<file path="src/rtl/parity_uart_rx.sv">
// Async-serial frame receiver: start, DATA_W data bits LSB-first, parity, stop.
// Reports the word plus XOR parity and framing status with a one-cycle valid pulse.
module parity_uart_rx #(
  parameter int unsigned CLKS_PER_BIT = 16,
  parameter int unsigned DATA_W       = 8,
  parameter int unsigned PARITY_ODD   = 0
) (
  input  logic              clk,
  input  logic              rst_n,
  input  logic              rx,
  output logic [DATA_W-1:0] data_out,
  output logic              valid,
  output logic              parity_err,
  output logic              frame_err,
  output logic              busy
);

  localparam int unsigned CW = $clog2(CLKS_PER_BIT);
  localparam int unsigned BW = $clog2(DATA_W + 1);
  localparam logic [CW-1:0] HALF_M1 = CW'(CLKS_PER_BIT / 2 - 1);
  localparam logic [CW-1:0] FULL_M1 = CW'(CLKS_PER_BIT - 1);
  localparam logic [BW-1:0] LAST_BIT = BW'(DATA_W - 1);
  localparam logic          ODD_BIT = (PARITY_ODD != 0);

  typedef enum logic [2:0] {
    S_IDLE,
    S_START,
    S_DATA,
    S_PARITY,
    S_STOP,
    S_WAIT_HIGH
  } state_t;

  state_t            state_q;
  logic [1:0]        sync_q;
  logic              rx_s;
  logic [CW-1:0]     cnt_q;
  logic [BW-1:0]     bit_q;
  logic [DATA_W-1:0] shift_q;
  logic              par_q;

  assign rx_s = sync_q[1];

  always_ff @(posedge clk or negedge rst_n) begin
    if (!rst_n) begin
      state_q    <= S_IDLE;
      sync_q     <= 2'b11;
      cnt_q      <= '0;
      bit_q      <= '0;
      shift_q    <= '0;
      par_q      <= 1'b0;
      data_out   <= '0;
      valid      <= 1'b0;
      parity_err <= 1'b0;
      frame_err  <= 1'b0;
      busy       <= 1'b0;
    end else begin
      sync_q <= {sync_q[0], rx};
      valid  <= 1'b0;
      case (state_q)
        S_IDLE: begin
          busy <= ~rx_s;
          if (!rx_s) begin
            state_q <= S_START;
            cnt_q   <= '0;
            bit_q   <= '0;
            par_q   <= 1'b0;
          end
        end
        S_START: begin
          if (cnt_q == HALF_M1) begin
            cnt_q <= '0;
            if (rx_s) begin
              state_q <= S_IDLE;
              busy    <= 1'b0;
            end else begin
              state_q <= S_DATA;
            end
          end else begin
            cnt_q <= cnt_q + 1'b1;
          end
        end
        S_DATA: begin
          if (cnt_q == FULL_M1) begin
            cnt_q   <= '0;
            shift_q <= (shift_q >> 1) | (DATA_W'(rx_s) << (DATA_W - 1));
            par_q   <= par_q ^ rx_s;
            bit_q   <= bit_q + 1'b1;
            if (bit_q == LAST_BIT) state_q <= S_PARITY;
          end else begin
            cnt_q <= cnt_q + 1'b1;
          end
        end
        S_PARITY: begin
          if (cnt_q == FULL_M1) begin
            cnt_q   <= '0;
            par_q   <= par_q ^ rx_s;
            state_q <= S_STOP;
          end else begin
            cnt_q <= cnt_q + 1'b1;
          end
        end
        S_STOP: begin
          // busy stays high through the valid cycle; IDLE clears it next edge
          if (cnt_q == FULL_M1) begin
            cnt_q      <= '0;
            valid      <= 1'b1;
            data_out   <= shift_q;
            parity_err <= par_q ^ ODD_BIT;
            frame_err  <= ~rx_s;
            state_q    <= rx_s ? S_IDLE : S_WAIT_HIGH;
          end else begin
            cnt_q <= cnt_q + 1'b1;
          end
        end
        S_WAIT_HIGH: begin
          if (rx_s) begin
            state_q <= S_IDLE;
            busy    <= 1'b0;
          end
        end
        default: begin
          state_q <= S_IDLE;
          busy    <= 1'b0;
        end
      endcase
    end
  end

endmodule

</file>
<file path="config.mk">
export PLATFORM = sky130hd
export DESIGN_NAME = parity_uart_rx
export DESIGN_NICKNAME = d
export VERILOG_FILES = /design/src/rtl/parity_uart_rx.sv
export SDC_FILE = /design/constraint.sdc
export NUM_CORES = 1
export LEC_CHECK = 0
export ABC_CLOCK_PERIOD_IN_PS = 2100
export CAP_MARGIN = 20
export CORE_MARGIN = 2
export CORE_UTILIZATION = 50
export DETAILED_ROUTE_END_ITERATION = 10
export MAX_ROUTING_LAYER = met4
export PLACE_DENSITY_LB_ADDON = 0.15
export SLEW_MARGIN = 0
export SYNTH_ARGS = -nofsm -noshare
export SYNTH_HDL_FRONTEND = slang
export SYNTH_SLANG_ARGS = --single-unit
</file>
<file path="constraint.sdc">
create_clock -name clk -period 2.1 [get_ports clk]
set_input_delay 0.21 -clock clk [delete_from_list [all_inputs] [get_ports clk]]
set_output_delay 0.21 -clock clk [all_outputs]
set_load 0.05 [all_outputs]
</file>
Yosys cells after proc, flatten, opt, wreduce, memory -nomap -nowiden --
Cells that the tools add are included.
Storage, ports and cells: bits in read-only memories 0, latch bits 0, memories 0, input port bits 3, output and inout port bits 12, memory bits (writable) 0, register bits 34
Operators by class: bitwise logic cells 4, multiply operators 0, shifts and indexed selects 0, eq/ne operators 16, div/mod/pow operators 0, $lt $le $gt $ge 0, add/sub/neg operators 2, reduce and logical (&&, ||, !) cells 13, multiplexer cells 24
Operator list (number):
- two-way mux 3 bit | 8
- one-hot mux 3 bit (6 select lines) | 1
- two-way mux 4 bit | 4
- inequality test 2 bit (second input constant) | 7
- one-hot mux 4 bit (3 select lines) | 1
- adder 4 x 1 -> 4 bit (second input constant) | 2
- equality test 4 x 3 -> 1 bit (second input constant) | 2
- OR 7 x 8 -> 8 bit | 1
- one-hot mux 4 bit (2 select lines) | 1
- AND reduction 2 bit | 4
- AND reduction 7 bit | 1
- equality test 3 x 2 -> 1 bit (second input constant) | 2
- equality test 3 bit (second input constant) | 2
- two-way mux 1 bit | 6
- AND reduction 3 bit | 2
- equality test 4 bit (second input constant) | 1
- one-hot mux 1 bit (4 select lines) | 1
- nonzero test 2 bit | 2
- equality test 3 x 1 -> 1 bit (second input constant) | 1
- logical NOT 3 bit | 1
- nonzero test 3 bit | 1
- OR reduction 3 bit | 1
- two-way mux 2 bit | 1
- inequality test 2 x 1 -> 1 bit (second input constant) | 1
- other kinds (4) | 5

Longest topological paths before layout --
depth after elaboration 4, gate-level depth with buffers 7, mapped depth without buffers 5

Worst setup path after synthesis --
Ideal clock, no wire load.
path kind register to register, start register cnt_q[0], end register state_q[0], arrival time 1515 ps, clock period less this slack 1641 ps, path slack 459 ps, path buffers 2, setup time 126 ps, cell stages (with the launch flop) 7, data required time 1974 ps, cell sequence dfrtp_1 > ha_1 > and3_4 > buf_6 > and2_1 > buf_4 > a221o_1
Between the ends: word-level cells in the longest chain between the ends 3
RTL lines:
- from (decl) | line 37 | logic [CW-1:0] cnt_q;
- from (signal assigned) | line 80 | cnt_q <= cnt_q + 1'b1;
- from (signal assigned) | line 91 | cnt_q <= cnt_q + 1'b1;
- from (signal assigned) | line 100 | cnt_q <= cnt_q + 1'b1;
- equality test 4 bit or equality test 4 x 3 -> 1 bit (tied branches)
- inequality test 2 bit (no source line)
- AND reduction 7 bit (no source line) *
- to (signal assigned) | line 111 | state_q <= rx_s ? S_IDLE : S_WAIT_HIGH;
- to (decl) | line 34 | state_t state_q;
Mark *: on every way between the ends. The rest lies on a longest branch, timed or not. A chain may end at the register's enable or synchronous reset.

Worst setup path in the final report --
start register cnt_q[1], end register state_q[0]
The elaborated chain is that of the path after synthesis.

==> flow_summary_export.csv <==
group,metric,value,unit
setup_path,reg2reg_depth,5,
sta,fin_setup_tns,0,ps
sta,period_minus_slack,1780,ps
clocking,max-clock-path-buffers,2,
clocking,root_buffer,"clkbuf_4",
clocking,cts_made_buffers,5,
synth,synthTopCellsByArea,"dfrtp_1 49%, nand2_1 6.9%, mux2_4 6.4%, dfstp_2 3.2%, buf_6 2.8%",
floorplanning,row_count,20,
floorplanning,ios,15,
synth,async_flop_share,100,%
setup_path,end_kind,"flop",
global_routing,grt_max_degree,35,
floorplanning,die_x,61.2,µm
clocking,clk_pin_slew,100,ps
drt,drtIter0Drc,76,
synth,yosys.area.top_type,"dfrtp_1",
setup_path,r2r_slack,320,ps
place,port_buffers,14,
layout,fin_nets,169,
clocking,post_cts_buffers,0,
synth,netlist_area,0.00164,mm²
setup_path,timing.rr.end,"state_q[0]",
setup_path,critPathKind,"flop to flop",
synth,yosys_register_bits,34,
drt,firstDrtPassIters,4,
synth,syn_avg_cell_area,10.9,µm²
drt,wl_per_cell,13.7,µm
sta,tightest_slew,624,ps
global_routing,antenna_found_initial,0,
sta,rsz0062_at_grt,"no",
power_and_ir_drop,total_power,0.00169,W
floorplanning,core,0.00308,mm²
job,maxCapViolations,0,
synth,synthFlopType,"dfrtp_1",
floorplanning,fp.dieH,61.2,µm
setup_path,path_max_fanout,12,
layout,final_layout_size_suffix_gt1_share,15.8,%
clocking,cts_tree,"built",
global_routing,grtUsageTotal,18.1,%
layout,diodes,0,
synth,synthMostInstantiatedCell,"dfrtp_1",
layout,seq_area,853,µm²
drt,wirelength,2870,µm
place,gp_congestion,0.779,
setup_path,cpPeakStageDelay,410,ps
layout,multi_input_area,694,µm²
place,dp_hpwl,1950,µm
synth,ys_seq_area_share,52.1,%
setup_path,startpoint_type,"flop",
place,placed_cells,201,
power_and_ir_drop,ir_drop,0.000643,V
synth,synthTopCellsByCount,"32 x dfrtp_1, 30 x nand2_1, 9 x nor2_1",
drt,vias,1139,
layout,fillers,268,
status,status,"finished clean",
sta,fmax,0.562,GHz
floorplanning,fp.dieArea,0.00375,mm²
synth,ys_warn_count,0,
setup_path,crit_path_cell_trace,"ha_1, and3_4, nor4_2, or3_1, a221o_1",
setup_path,cp.arrival,2000,ps
sta,maxSlewHeadroom,58.4,%
sta,finalHoldViolCount,0,
sta,finalMaxSlewViolations,0,
floorplanning,start_util,53.2,%
setup_path,crit_slowest_cell,"dfrtp_1",
clocking,htreeDepth,2,
sta,fin_skew,8.81,ps
sta,min_period_over_period,84.8,%
drt,via_per_inst,5.45,
synth,syn_inst,150,
power_and_ir_drop,power.leakage,0.873,nW
clocking,clock_sinks,34,
synth,yosysUniqueCellTypes,44,
clocking,cts_repair_resize_count,0,
synth,synth_top_area_share,48.9,%
drt,drtAntennaViolNets,0,
global_routing,grt_pass1_wl,4860,µm
synth,syn_nets,155,
synth,synth-edff-count,0,
setup_path,rr_startpoint,"cnt_q[1]",
sta,whs,274,ps
clocking,worstSkewPairLatency,330,ps
power_and_ir_drop,powerDensity,921,mW/mm²
layout,final_cells,209,
clocking,postCtsHoldBufs,0,
global_routing,first_global_vias,1086,
global_routing,grt_overflow,0,
setup_path,cp.required,2320,ps
layout,syn_to_final_growth,11.8,%
drt,drc,0,
min_path,hold_class,"input port to async pin",
sta,setup_viol,0,
## critical path, delay by kind of cell (launching register included)
family	cells	cell delay (ps)
simple gates	3	730
flops	1	410
compound gates	1	300
fa+ha+maj	1	230
## worst max path at each step
stage          startpoint         end
2_1_floorplan    cnt_q[0]  state_q[0]
3_3_place_gp     cnt_q[0]  state_q[0]
3_5_place_dp     cnt_q[1]  state_q[0]
4_1_cts              busy        busy
5_1_grt        state_q[2]    bit_q[1]
6_report         cnt_q[1]  state_q[0]
## cell type report
| class | instances | share of cell area (%) |
|---|---|---|
| Clock buffer | 7 | 3.01 |
| Clock inverter | 1 | 0.273 |
| Inverter | 5 | 1.16 |
| Multi-Input combinational cell | 103 | 37.9 |
| Sequential cell | 34 | 46.6 |
| Tap cell | 44 | 3.01 |
| Timing Repair Buffer | 15 | 8.06 |
## stage by stage
step	util, %	worst slack, ps	area (µm²)
2_1_floorplan	-	459	1640
3_3_place_gp	57.6	408	1770
3_5_place_dp	57.6	345	1770
4_1_cts	59.5	327	1830
5_1_grt	59.5	221	1830
6_report	59.5	320	1830
## layer usage
layer,GRT usage (%),wire length [µm],vias to the layer above
met4,8.39,40,0
met2,28.3,1330,21
met1,22.1,1380,569
li1,-,-,543
met5,-,0,-
met3,4.20,122,6
## report_power, final
| part | internal (W) | switching [W] | total, W | leakage [nW] |
|---|---|---|---|---|
| registers | 0.000730 | 0.000136 | 0.000866 | 0.456 |
| logic | 0.000193 | 0.000251 | 0.000443 | 0.381 |
| clock network | 0.000162 | 0.000216 | 0.000378 | 0.0353 |
## flip-flops by register name (all words and copies together) (netlist names)
| signal | cells |
|---|---|
| parity_err | 1 |
| cnt_q | 4 |
| sync_q | 2 |
| par_q | 1 |
| valid | 1 |
| busy | 1 |
| frame_err | 1 |
| bit_q | 4 |
| shift_q | 8 |
| state_q | 3 |
| data_out | 8 |
## cell families (layout without fill, tap and decap cells)
logic type	after synthesis	after routing	share of synthesized area, %
AND/OR/NAND/NOR	62	62	19.2
flip-flops	34	34	52.1
AO/OA/AOI/OAI	23	23	9.62
multiplexers	14	14	11.0
buffers and inverters	13	28	5.50
adder cells (fa/ha/maj)	2	2	1.53
XOR/XNOR	2	2	1.07
## cell usage in the layout (no fill, tap or decap), drive strengths merged, types with 3 or more instances in the layout
| cell type | netlist | layout |
|---|---|---|
| o21ai | 8 | 8 |
| nand2 | 31 | 31 |
| mux2i | 3 | 3 |
| a21oi | 4 | 4 |
| inv | 5 | 5 |
| dfrtp | 32 | 32 |
| nor4 | 3 | 3 |
| mux2 | 11 | 11 |
| nor2 | 10 | 10 |
| nand3 | 4 | 4 |
| clkdlybuf4s50 | 0 | 14 |
| clkbuf | 1 | 7 |
Note: power is estimated with default switching activity, not from simulation.
